--- src/rtl/pdp1_terminal_writer.sv ---
// Character-stream front end for the 64x32 terminal frame buffer: cursor tracking,
// CR/LF/BS, auto-wrap, and scrolling via a rotating top-row offset with row clear.
module pdp1_terminal_writer #(
  parameter logic [7:0] BLANK = 8'h00
) (
  input  logic        clock,
  input  logic        reset_n,
  input  logic [7:0]  char_in,
  input  logic        char_valid,
  output logic        char_ready,
  output logic [10:0] wraddress,
  output logic [7:0]  data,
  output logic [4:0]  scroll_row,
  output logic [10:0] cursor_addr
);

  typedef enum logic [1:0] {CLEAR_ALL, IDLE, CLEAR_ROW} state_t;

  state_t      state, state_nx;
  logic [4:0]  cur_row, row_nx, top, top_nx, rclr, rclr_nx;
  logic [5:0]  cur_col, col_nx;
  logic [10:0] cnt, cnt_nx, wa_nx;
  logic [7:0]  data_nx;
  logic        ready_nx, fire, nl;
  logic [4:0]  phys_row;

  assign phys_row    = top + cur_row;
  assign cursor_addr = {phys_row, cur_col};
  assign scroll_row  = top;
  assign fire        = char_valid & char_ready;

  always_comb begin
    state_nx = state;
    row_nx   = cur_row;
    col_nx   = cur_col;
    top_nx   = top;
    rclr_nx  = rclr;
    cnt_nx   = cnt;
    wa_nx    = wraddress;
    data_nx  = data;
    nl       = 1'b0;
    case (state)
      CLEAR_ALL: begin
        wa_nx   = cnt;
        data_nx = BLANK;
        cnt_nx  = cnt + 11'd1;
        if (cnt == 11'h7FF) begin
          state_nx = IDLE;
          cnt_nx   = '0;
        end
      end
      CLEAR_ROW: begin
        wa_nx   = {rclr, cnt[5:0]};
        data_nx = BLANK;
        cnt_nx  = cnt + 11'd1;
        if (cnt[5:0] == 6'h3F) begin
          state_nx = IDLE;
          cnt_nx   = '0;
        end
      end
      IDLE: begin
        if (fire) begin
          if (char_in >= 8'h20) begin
            wa_nx   = cursor_addr;
            data_nx = char_in;
            col_nx  = cur_col + 6'd1;  // wraps 63 -> 0 on its own
            nl      = (cur_col == 6'h3F);
          end else if (char_in == 8'h0A) begin
            nl = 1'b1;
          end else if (char_in == 8'h0D) begin
            col_nx = '0;
          end else if (char_in == 8'h08) begin
            if (cur_col != 6'd0) col_nx = cur_col - 6'd1;
          end
          if (nl) begin
            if (cur_row != 5'd31) begin
              row_nx = cur_row + 5'd1;
            end else begin
              // Old top row becomes the new bottom row; clear it instead of moving data.
              top_nx   = top + 5'd1;
              rclr_nx  = top;
              cnt_nx   = '0;
              state_nx = CLEAR_ROW;
            end
          end
        end
      end
      default: state_nx = CLEAR_ALL;
    endcase
    // Ready lags entry to IDLE by one edge so the last clear write gets its own cycle.
    ready_nx = (state == IDLE) && (state_nx == IDLE);
  end

  always_ff @(posedge clock or negedge reset_n) begin
    if (!reset_n) begin
      state      <= CLEAR_ALL;
      cur_row    <= '0;
      cur_col    <= '0;
      top        <= '0;
      rclr       <= '0;
      cnt        <= '0;
      wraddress  <= '0;
      data       <= BLANK;
      char_ready <= 1'b0;
    end else begin
      state      <= state_nx;
      cur_row    <= row_nx;
      cur_col    <= col_nx;
      top        <= top_nx;
      rclr       <= rclr_nx;
      cnt        <= cnt_nx;
      wraddress  <= wa_nx;
      data       <= data_nx;
      char_ready <= ready_nx;
    end
  end

endmodule

--- config.mk ---
export PLATFORM = sky130hd
export DESIGN_NAME = pdp1_terminal_writer
export DESIGN_NICKNAME = d
export VERILOG_FILES = /design/src/rtl/pdp1_terminal_writer.sv
export SDC_FILE = /design/constraint.sdc
export NUM_CORES = 1
export LEC_CHECK = 0
export ABC_AREA = 1
export CAP_MARGIN = 30
export CORE_UTILIZATION = 47
export CTS_CLUSTER_SIZE = 8
export DETAILED_ROUTE_END_ITERATION = 7
export HOLD_SLACK_MARGIN = 0.15
export PLACE_DENSITY_LB_ADDON = 0.25
export SYNTH_ARGS = -nofsm -noshare
export SYNTH_HDL_FRONTEND = slang
export SYNTH_SLANG_ARGS = --single-unit
export TNS_END_PERCENT = 20
--- constraint.sdc ---
create_clock -name clock -period 3.5 [get_ports clock]
set_clock_uncertainty 0.15 [all_clocks]
set_input_delay 0.7 -clock clock [delete_from_list [all_inputs] [get_ports clock]]
set_output_delay 0.7 -clock clock [all_outputs]
set_load 0.01 [all_outputs]
---- Word level (Yosys, flattened, before mapping) ----
Cells that the tools add are included.
operators by class
  add/sub/neg operators ................... 6
  eq/ne operators ......................... 15
  bitwise logic cells ..................... 2
  muxes and demuxes ....................... 27
  $lt $le $gt $ge ......................... 1
  reduce and logical (&&, ||, !) cells .... 14
operators by type and width
  operator                                                           number
  two-way mux 11 bit                                                 7
  case mux 11 bit (3 select lines)                                   2
  two-way mux 6 bit                                                  5
  == test 8 x 4 -> 1 bit, second input constant                      3
  two-way mux 8 bit                                                  2
  case mux 8 bit (2 select lines)                                    1
  == test 6 bit, second input constant                               2
  AND reduction 4 bit                                                3
  adder 11 x 1 -> 11 bit, second input constant                      1
  == test 11 bit, second input constant                              1
  adder 5 x 1 -> 5 bit, second input constant                        2
  two-way mux 2 bit                                                  5
  inequality test 2 bit, second input constant                       5
  nonzero test 3 bit                                                 3
  greater-or-equal comparator 8 x 6 -> 1 bit, second input constant  1
  adder 6 x 1 -> 6 bit, second input constant                        1
  case mux 2 bit (3 select lines)                                    1
  AND reduction 3 bit                                                2
  nonzero test 6 bit                                                 1
  subtractor 6 x 1 -> 6 bit, second input constant                   1
  adder 5 bit                                                        1
  inequality test 5 bit, second input constant                       1
  AND reduction 5 bit                                                1
  == test 2 x 1 -> 1 bit, second input constant                      2
  8 further kinds                                                    11
word-level totals
  register bits ........................... 54
  output and inout port bits .............. 36
  word-level logic and storage cells ...... 74
  input bits .............................. 11

---- Longest topological paths before layout ----
Gate-level depths: netlist (run 1).
  word-level depth ........................ 10
  mapped depth ............................ 12

---- Worst setup path after synthesis (run 1) ----
No wires, ideal clock.
  path kind ............................... register to output
  start ................................... register top[0] (netlist: scroll_row[0])
  end ..................................... output port cursor_addr[10]
  required time ........................... 2,650 ps
  cell stages (with the launch flop) ...... 6
  slack ................................... 1,092 ps
  buffers on the path ..................... 0
  arrival ................................. 1,558 ps
  cell sequence ........................... dfrtp_1 -> ha_1 -> inv_1 -> fa_1 -> o21ai_0 -> xor2_1
on the way
  cells in the longest elaborated chain, start to end .. 1
ends and longest elaborated chain
  element                 line  RTL
  start, declared         20    logic [4:0] cur_row, row_nx, top, top_nx, rclr, rclr_nx;
  start signal, assigned  109   top <= top_nx;
  adder 5 bit             27    assign phys_row = top + cur_row;
  end, declared           14    output logic [10:0] cursor_addr
Every way passes these cells.

---- Worst setup path in the final report (run 1) ----
Ends and elaborated chain as after synthesis.

==> results of run 1 <==
-- stage by stage --
step | setup slack (ns) | hold WS, ns | std cells
floorplan | 1.09 | 0.254 | 416
global placement | 0.614 | 0.303 | 552
detailed placement | 0.570 | 0.308 | 552
CTS | 0.195 | 0.208 | 560
global route | 0.0476 | 0.231 | 560
finish | 0.202 | 0.194 | 560
-- power by group --
group	leakage (nW)	internal, mW	switching, mW
clock	0.0514	0.214	0.211
sequential	0.682	0.701	0.0774
combinational	1.21	0.254	0.257
total	1.94	1.17	0.545
-- sequential cells by signal, summed over array words and instances, names as in the netlist --
signal / count
state: 2
scroll_row: 5
char_ready: 1
cur_row: 5
wraddress: 11
rclr: 5
cur_col: 6
cnt: 11
data: 8
-- layout by cell type (no fill, tap or decap), drive strengths merged --
master / count
o21a: 1
buf: 3
clkbuf: 6
clkdlybuf4s50: 45
nor3: 5
o22ai: 10
ha: 15
fa: 1
bufinv: 1
clkinvlp: 1
nand2: 102
nand4: 7
inv: 59
xnor2: 3
o21ai: 44
a41oi: 1
nand3b: 1
xor2: 15
dfrtp: 54
a21oi: 16
nor2: 34
o211ai: 1
nand3: 38
o31ai: 1
-- path summary, 6_finish.rpt --
path,endpoint,cells after the start,slack (ns),start
worst min-delay path,wraddress[6]$_DFFE_PN0P_,1,0.19,reset_n
worst min register to register,wraddress[1]$_DFFE_PN0P_,2,0.32,wraddress[1]$_DFFE_PN0P_
worst max-delay path,cursor_addr[10],6,0.20,scroll_row[0]$_DFFE_PN0P_
worst max register to register,wraddress[10]$_DFFE_PN0P_,11,1.12,state[1]$_DFF_PN0_
max in group asynchronous,cnt[9]$_DFFE_PN0P_,2,2.21,reset_n
min in group clock,wraddress[1]$_DFFE_PN0P_,2,0.32,wraddress[1]$_DFFE_PN0P_
-- worst register-to-register path, stage by stage, from the launching register on --
cell	delay, ns
sky130_fd_sc_hd__dfrtp_1	0.43
sky130_fd_sc_hd__inv_1	0.09
sky130_fd_sc_hd__ha_1	0.41
sky130_fd_sc_hd__inv_4	0.09
sky130_fd_sc_hd__nor2_2	0.20
sky130_fd_sc_hd__nor2_4	0.06
sky130_fd_sc_hd__inv_2	0.11
sky130_fd_sc_hd__a21oi_2	0.04
sky130_fd_sc_hd__buf_4	0.20
sky130_fd_sc_hd__inv_1	0.33
sky130_fd_sc_hd__nor2_1	0.09
sky130_fd_sc_hd__a21oi_1	0.13
-- per-layer routing --
| layer | vias up | GRT usage (%) | wire length [um] |
|---|---|---|---|
| met5 | - | 0 | 0 |
| met4 | 0 | 6.67 | 106 |
| met3 | 12 | 3.56 | 347 |
| met2 | 84 | 37.0 | 3570 |
| met1 | 1379 | 28.7 | 3480 |
| li1 | 1438 | - | - |
-- logic make-up (layout without fill, tap and decap cells) --
group	after synthesis	after routing
and+or+nand+nor	187	187
AOI/OAI and AO/OA	74	74
buffers and inverters	67	115
DFF	54	54
xor gates and xnor gates	18	18
adders and majority gates	16	16
-- layout make-up --
cell class,instances,share of cell area (%)
Clock buffer,6,1.83
Inverter,59,5.64
Tap cell,96,3.02
Sequential cell,54,34.0
Timing Repair Buffer,48,11.8
Clock inverter,2,0.945
Multi-Input combinational cell,295,42.7
==> run summary, run 1 <==
The total area inside the core boundary comes to 6830 um2. The number of nets handed over by synthesis was 443. Summing all multi-input logic gate instances after layout gives 1700 um2. The clock latency at the later pin of the worst-skew pair was 0.32 ns; the number of rows in the core area was 30. The mean number of vias per cell was 5.20. Of the synthesized area, sequential elements account for 40.6%. The root buffer cell is sky130_fd_sc_hd__clkbuf_8. The initial standard-cell utilization of the core is 48.7%, and the combined buffer and inverter count along the critical path is 2. Share of Yosys cell area claimed by the top area cell type: 40.6%. The cell type group with the largest total delay on the critical path is buffers and inverters. For the final max-slew violation count, the log shows 0. The congestion estimate from routability-driven global placement came to 0.890.

In the synthesized netlist, mux cells make up 0% of the area. In this run the count of I/O pins placed on the die edge is 47. Detailed routing inserted a total of 2913 vias.

For the pin count of the biggest net entering global routing, the log shows 33. The number of nets in the layout came out at 490. The final core area utilization was 58.2%. The arrival time of data at the critical path endpoint was 2.45 ns; the post-detailed-route count of antenna-violating nets was 0. The post-place instance area was 3860 um2.

The fraction of the mapped netlist area in compound gates is 12.3%, and the average cell area after synthesis is 7.99 um2. Among all stages on the critical path, the largest delay is contributed by sky130_fd_sc_hd__clkdlybuf4s50_1. The hold violation total from the final report was 0. The post-synthesis share of cell area spent on and, or, nand and nor gates was 27.7%. The worst max-slew margin expressed relative to the limit is 60.1%, and the adder and majority cell fraction of the synthesized area is 6.25%. For the post-CTS repair timing setup buffer count, the log shows 0.

Across the run, the number of max-cap violations was 0. By count the netlist is led by sky130_fd_sc_hd__nand2_1, sky130_fd_sc_hd__dfrtp_1, sky130_fd_sc_hd__inv_1. The tree built by TritonCTS fans out to 54 sinks.

TritonCTS built the clock tree. The top cell type by total area after synthesis was sky130_fd_sc_hd__dfrtp_1. STA puts the critical path data required time at 2.65 ns. Global routing consumed, over all layers together, 21.9% of the routing resources. For the final routed database, the setup TNS stands at 0 ns. For the number of buffers created by CTS, the log shows 5.

Startpoint kind of the worst setup timing path: a flip-flop. The category of the critical setup timing path was reg -> out. The fraction of registers with async set/reset came out at 100%.

The tools report the post-synthesis instance area as 3330 um2. The endpoint class of the critical path was an output pin. After synthesis, the netlist uses 36 different library cells. After the first detailed-routing iteration, the DRC count stood at 226.

Counting flops and latches in the post-synthesis netlist gives 54. Power spread over the standard cell area amounts to 432 nW/um2. The synthesized netlist devotes 4.74% of its cell area to XOR and XNOR gates.

Setup repair after global routing left no endpoint under its margin. The first global-routing pass estimated 12900 um of wire. The share of layout cells above drive strength 1 is 9.48%, and the filler cell count in the final layout is 645. After legalization and detailed placement, the total HPWL measured 5680 um. The tools report the routed wire length as 7500 um.

The prevailing post-synth register cell is sky130_fd_sc_hd__dfrtp_1. Count of flip-flops with a built-in enable after synthesis: 0. Traced cell by cell, the critical path runs through ha_1 -> inv_1 -> fa_1 -> o21ai_0 -> xor2_1 -> clkdlybuf4s50_1. The dominant combinational cell family by area after synthesis was simple AND/OR/NAND/NOR gates.

Yosys printed 0 warnings. The timing-limited maximum frequency was 303 MHz. The share of the cycle needed by the critical path after routing was 94.2%; the number of global-route vias before repair was 2760.

In this run the worst path has a maximum fanout of 6. Once the clock tree was built, the resizer swapped 0 gates to a different size. The analysis attributes to cell leakage a power of 1.94 nW.

VDD sags by at most 0.268 mV. After detailed routing, the average wire length per cell comes to 13.4 um. The type of the most critical hold path is in -> async. The tools report the final setup violation count as 0. The width of the die came out at 86.1 um. The number of levels in the clock H-tree came out at 2.

The post-layout total power was 1.71 mW; the first-pass detailed-route iteration total was 5. The run finished with clean final reports. After synthesis, the cell types taking the most area are sky130_fd_sc_hd__dfrtp_1, sky130_fd_sc_hd__nand2_1, sky130_fd_sc_hd__inv_1. Cell with the most instances after synthesis: sky130_fd_sc_hd__nand2_1. The height of the die was 86.1 um; the shortest period the worst path allows was 3.30 ns. In this design, the stage delay of the slowest critical-path cell is 0.57 ns. Buffers placed on the I/O ports in this run total 46.

The die area was 7420 um2; the maximum count of clock buffers along a single path was 2. Relative to the synthesized area, the layout overhead comes to 19.5%. The number of antenna violations at the first check in global routing was 0; the number of antenna diodes was 0. For the detailed-route DRC error count, the log shows 0.

Clock-pin slew was measured on the worst setup and hold paths at 0.10 ns. The finished cells cover 3970 um2. Global routing finished with a remaining overflow of 0. For this design, the CTS-stage hold fixing added 0 buffers.

For the pin with the worst max-slew slack, the measured transition is 0.595 ns. The sequential cells in the finished layout cover a total of 1350 um2. The cell count after synthesis came out at 416.
Note: power is estimated with default switching activity, not from simulation.
==> run 2: changes to the inputs <==
--- a/config.mk
+++ b/config.mk
@@ -6,6 +6,7 @@
 export NUM_CORES = 1
 export LEC_CHECK = 0
 export ABC_AREA = 1
+export ABC_CLOCK_PERIOD_IN_PS = 3500
 export CAP_MARGIN = 30
 export CORE_UTILIZATION = 47
 export CTS_CLUSTER_SIZE = 8
==> results of run 2 <==
Same layout as run 1: the final DEF is identical, and so are final timing and power.
==> run 3: changes to the inputs <==
--- a/config.mk
+++ b/config.mk
@@ -5,9 +5,10 @@
 export SDC_FILE = /design/constraint.sdc
 export NUM_CORES = 1
 export LEC_CHECK = 0
-export ABC_AREA = 1
+export ABC_AREA = 0
 export ABC_CLOCK_PERIOD_IN_PS = 3500
 export CAP_MARGIN = 30
+export CORE_ASPECT_RATIO = 2
 export CORE_UTILIZATION = 47
 export CTS_CLUSTER_SIZE = 8
 export DETAILED_ROUTE_END_ITERATION = 7
==> run summary, run 3 <==
The run finished with clean final reports. The logs give 47 for the I/O pin total and 0.29 ns for the clock latency at the later pin of the worst-skew pair. Detailed routing inserted a total of 2538 vias.

The core region is 6060 um2. Cells fill 61.0% of the core in the end. For the worst max-slew margin expressed relative to the limit, the log shows 53.7%. In this run, CTS created clock tree buffers numbering 5.

In this run the worst path has a maximum fanout of 6. The die covers 6650 um2. The tools report the number of global-route vias before repair as 2429. At the end of the flow, the number of nets in the layout was 388. The final layout contains routed wiring with a total length of 6830 um. The final max-slew violation count was 0. The clock-pin slew of the registers on the worst-case setup and hold paths works out to 0.07 ns.

Dividing the final minimum period by the clock period gives 95.5%. In this run the power density over the cells is 506 nW/um2. For the pin with the worst max-slew slack, the measured transition is 0.690 ns. The tools report the total negative slack for setup checks as 0 ns.

The worst hold path belongs to the class reg -> reg. The critical path goes through ha_1 -> inv_1 -> fa_1 -> nor2b_1 -> o21ai_0 -> a21o_1 -> and2_1 -> clkdlybuf4s50_1. Across the VDD grid, the largest voltage drop is 0.551 mV. Leaving out fill and tap cells, the most frequent cells in the layout are sky130_fd_sc_hd__dfrtp_1, sky130_fd_sc_hd__clkdlybuf4s50_1, sky130_fd_sc_hd__nor2_1.

Entering global routing, the biggest net connects 43 pins. The detail route stage leaves a number of antenna-violating nets equal to 0. From left edge to right edge, the die measures 58.2 um. Buffers placed on the I/O ports in this run total 46.

The clock sink total was 54. By count the netlist is led by sky130_fd_sc_hd__dfrtp_1, sky130_fd_sc_hd__nor2_1, sky130_fd_sc_hd__nand2_1. For the post-cts sizing count, the log shows 0.

TritonCTS built the clock tree. Summed over its instances, the top area cell type makes up 45.6% of the synthesized netlist area. The synthesized netlist occupies a cell area of 2970 um2. The most used flip-flop cell after synthesis is sky130_fd_sc_hd__dfrtp_1.

Counting flops and latches in the post-synthesis netlist gives 54. After filler insertion, the fill cell instance count of the layout stands at 533. The clock passes through at most 2 buffers. The average routed wire per standard cell was 15.4 um. The largest registers in the layout are cnt (11), wraddress (11), data (8). Slowest cell on the critical path: sky130_fd_sc_hd__dfrtp_1.

The tools report the hold violation total from the final report as 0. Setup violations remaining at the end of the flow were counted as 0. In the final layout, the multi-input gates occupy 1520 um2. After synthesis, the cell types taking the most area are sky130_fd_sc_hd__dfrtp_1, sky130_fd_sc_hd__ha_1, sky130_fd_sc_hd__nor2_1.

The initial standard-cell utilization of the core came out at 49.0%. Of all flip-flops after synthesis, the portion carrying an async set or reset was 100%. In this run the number of H-tree levels came out at 2.

Setup slack on the critical path of the routed design comes to 0.158 ns. Leaving out fill and tap cells, the most frequent cell in the layout is sky130_fd_sc_hd__dfrtp_1. At the worst endpoint, the required time is 2.65 ns. The tools report the detailed-placement wirelength estimate as 5100 um.

The congestion estimate from routability-driven global placement came to 0.801. The logs give 96 for the detailed router's first-iteration violation count and 299 MHz for the timing-limited maximum frequency. The average cell area after synthesis came out at 9.57 um2. Across the whole layout, storage elements account for 1350 um2.

OpenSTA, run right after detailed placement, puts the worst setup slack at 0.152 ns. Setup repair after global routing left no endpoint under its margin. The run gives 4 as the first-pass detailed-route iteration total.

The repair_antennas step left the layout with diodes totalling 0. The signed area change from the synthesized netlist to the final layout was 24.5%; the shortest period the worst path allows was 3.34 ns. The number of warnings reported in the yosys synthesis log was 0. Across the run, the number of max-cap violations was 0. The root buffer cell is sky130_fd_sc_hd__clkbuf_16. The tools report the post-synthesis sequential area ratio as 45.6%. STA classifies the critical path startpoint as a flip-flop.

The arrival time of data at the critical path endpoint came out at 2.49 ns. The count of flip-flops with a built-in enable after synthesis came out at 0. The worst setup path is captured at an output pin.

Category of the critical setup timing path: reg -> out. The run gives 44 as the number of library cell types mapped by synthesis. The run gives 1.60 nW as the cell leakage power. sky130_fd_sc_hd__dfrtp_1 is the most common cell in the netlist.

The run gives 0 as the detailed-route DRC error count. For the number of instances in the synthesized netlist, the log shows 310. The number of antenna violations at the first check in global routing was 0; the number of rows in the core area was 40.

The global-route wire length before repair was 11600 um. When the netlist entered floorplanning its net count stood at 337. The mean number of vias per cell is 5.70. The largest total area in the synthesized netlist belongs to sky130_fd_sc_hd__dfrtp_1.

The total global routing track utilization is 22.8%, and the share of layout cells above drive strength 1 is 6.93%. In this run the vertical extent of the chip is 114 um. Summed over all layers, the global routing overflow is 0. In this design, the stage delay of the slowest critical-path cell is 0.47 ns.
run 3: changes by cell type after synthesis, moves of 6 or more:
| cell | previous run | this run |
|---|---|---|
| sky130_fd_sc_hd__inv_2 | 7 | 0 |
| sky130_fd_sc_hd__nand2_1 | 94 | 27 |
| sky130_fd_sc_hd__o22ai_1 | 10 | 1 |
| sky130_fd_sc_hd__o21ai_0 | 37 | 21 |
| sky130_fd_sc_hd__o31ai_1 | 1 | 8 |
| sky130_fd_sc_hd__mux2_2 | 0 | 6 |
| sky130_fd_sc_hd__nand3_1 | 34 | 16 |
| sky130_fd_sc_hd__a21o_1 | 0 | 6 |
| sky130_fd_sc_hd__a22o_1 | 0 | 9 |
| sky130_fd_sc_hd__a221oi_1 | 0 | 8 |
| sky130_fd_sc_hd__xor2_1 | 15 | 2 |
| sky130_fd_sc_hd__inv_1 | 51 | 15 |
| sky130_fd_sc_hd__a31oi_1 | 0 | 7 |
run 3: worst max-delay path, delay by kind of cell (launching register included):
kind	cells	cell delay, ns
compound gates	2	0.33
flops	1	0.47
fa+ha+maj	2	0.62
buf+inv	2	0.52
simple gates	2	0.26
run 3: power by group:
part	switching (mW)	total [mW]	internal [mW]
logic	0.256	0.564	0.308
registers	0.111	0.826	0.715
clock network	0.219	0.478	0.259
run 3: final cells by class:
| class | instances | share of cell area (%) |
|---|---|---|
| Clock buffer | 5 | 3.39 |
| Clock inverter | 2 | 0.271 |
| Inverter | 15 | 1.52 |
| Multi-Input combinational cell | 232 | 41.2 |
| Sequential cell | 54 | 36.6 |
| Tap cell | 84 | 2.84 |
| Timing Repair Buffer | 53 | 14.2 |
run 3: cell families after synthesis:
| family | count (synthesis) | synth area share, % |
|---|---|---|
| compound gates | 90 | 21.0 |
| xor+xnor | 10 | 2.95 |
| fa+ha+maj | 16 | 7.00 |
| buf+inv | 24 | 3.08 |
| flops | 54 | 45.6 |
| mux | 6 | 2.28 |
| simple gates | 110 | 18.1 |
run 3: layer usage:
| metal | routed length (um) | GRT usage [%] | share of wire, % |
|---|---|---|---|
| met3 | 238 | 3.50 | 3.5 |
| met4 | 212 | 10.5 | 3.1 |
| met2 | 3710 | 40.8 | 54 |
| met1 | 2670 | 26.0 | 39 |
| met5 | 0 | 0 | 0 |
run 3: worst paths after layout:
path / start / endpoint / slack, ns / depth (start not counted)
min in group asynchronous: reset_n / scroll_row[0]$_DFFE_PN0P_ / 0.64 / 2
worst min-delay path: wraddress[9]$_DFFE_PN0P_ / wraddress[9]$_DFFE_PN0P_ / 0.32 / 2
worst max register to register: cur_col[1]$_DFFE_PN0P_ / cnt[3]$_DFFE_PN0P_ / 1.02 / 6
max in group asynchronous: reset_n / cnt[0]$_DFFE_PN0P_ / 1.94 / 4
worst max-delay path: scroll_row[0]$_DFFE_PN0P_ / cursor_addr[10] / 0.16 / 8
worst min register to register: wraddress[9]$_DFFE_PN0P_ / wraddress[9]$_DFFE_PN0P_ / 0.32 / 2
run 3: timing repair:
action,4_1_cts,5_1_grt
setup buffers,0,0
hold endpoints to repair,0,7
hold buffers,0,1
run 3: through the flow:
step                      instance area [um2]  hold WS, ns  total power, mW  cells
after global placement                   3530        0.310             1.39    436
after CTS                                3660        0.330             1.88    443
after global routing                     3690        0.363             1.98    445
final                                    3690        0.324             1.87    445
after floorplan                          2970        0.254             1.09    310
after detailed placement                 3530        0.315             1.40    436
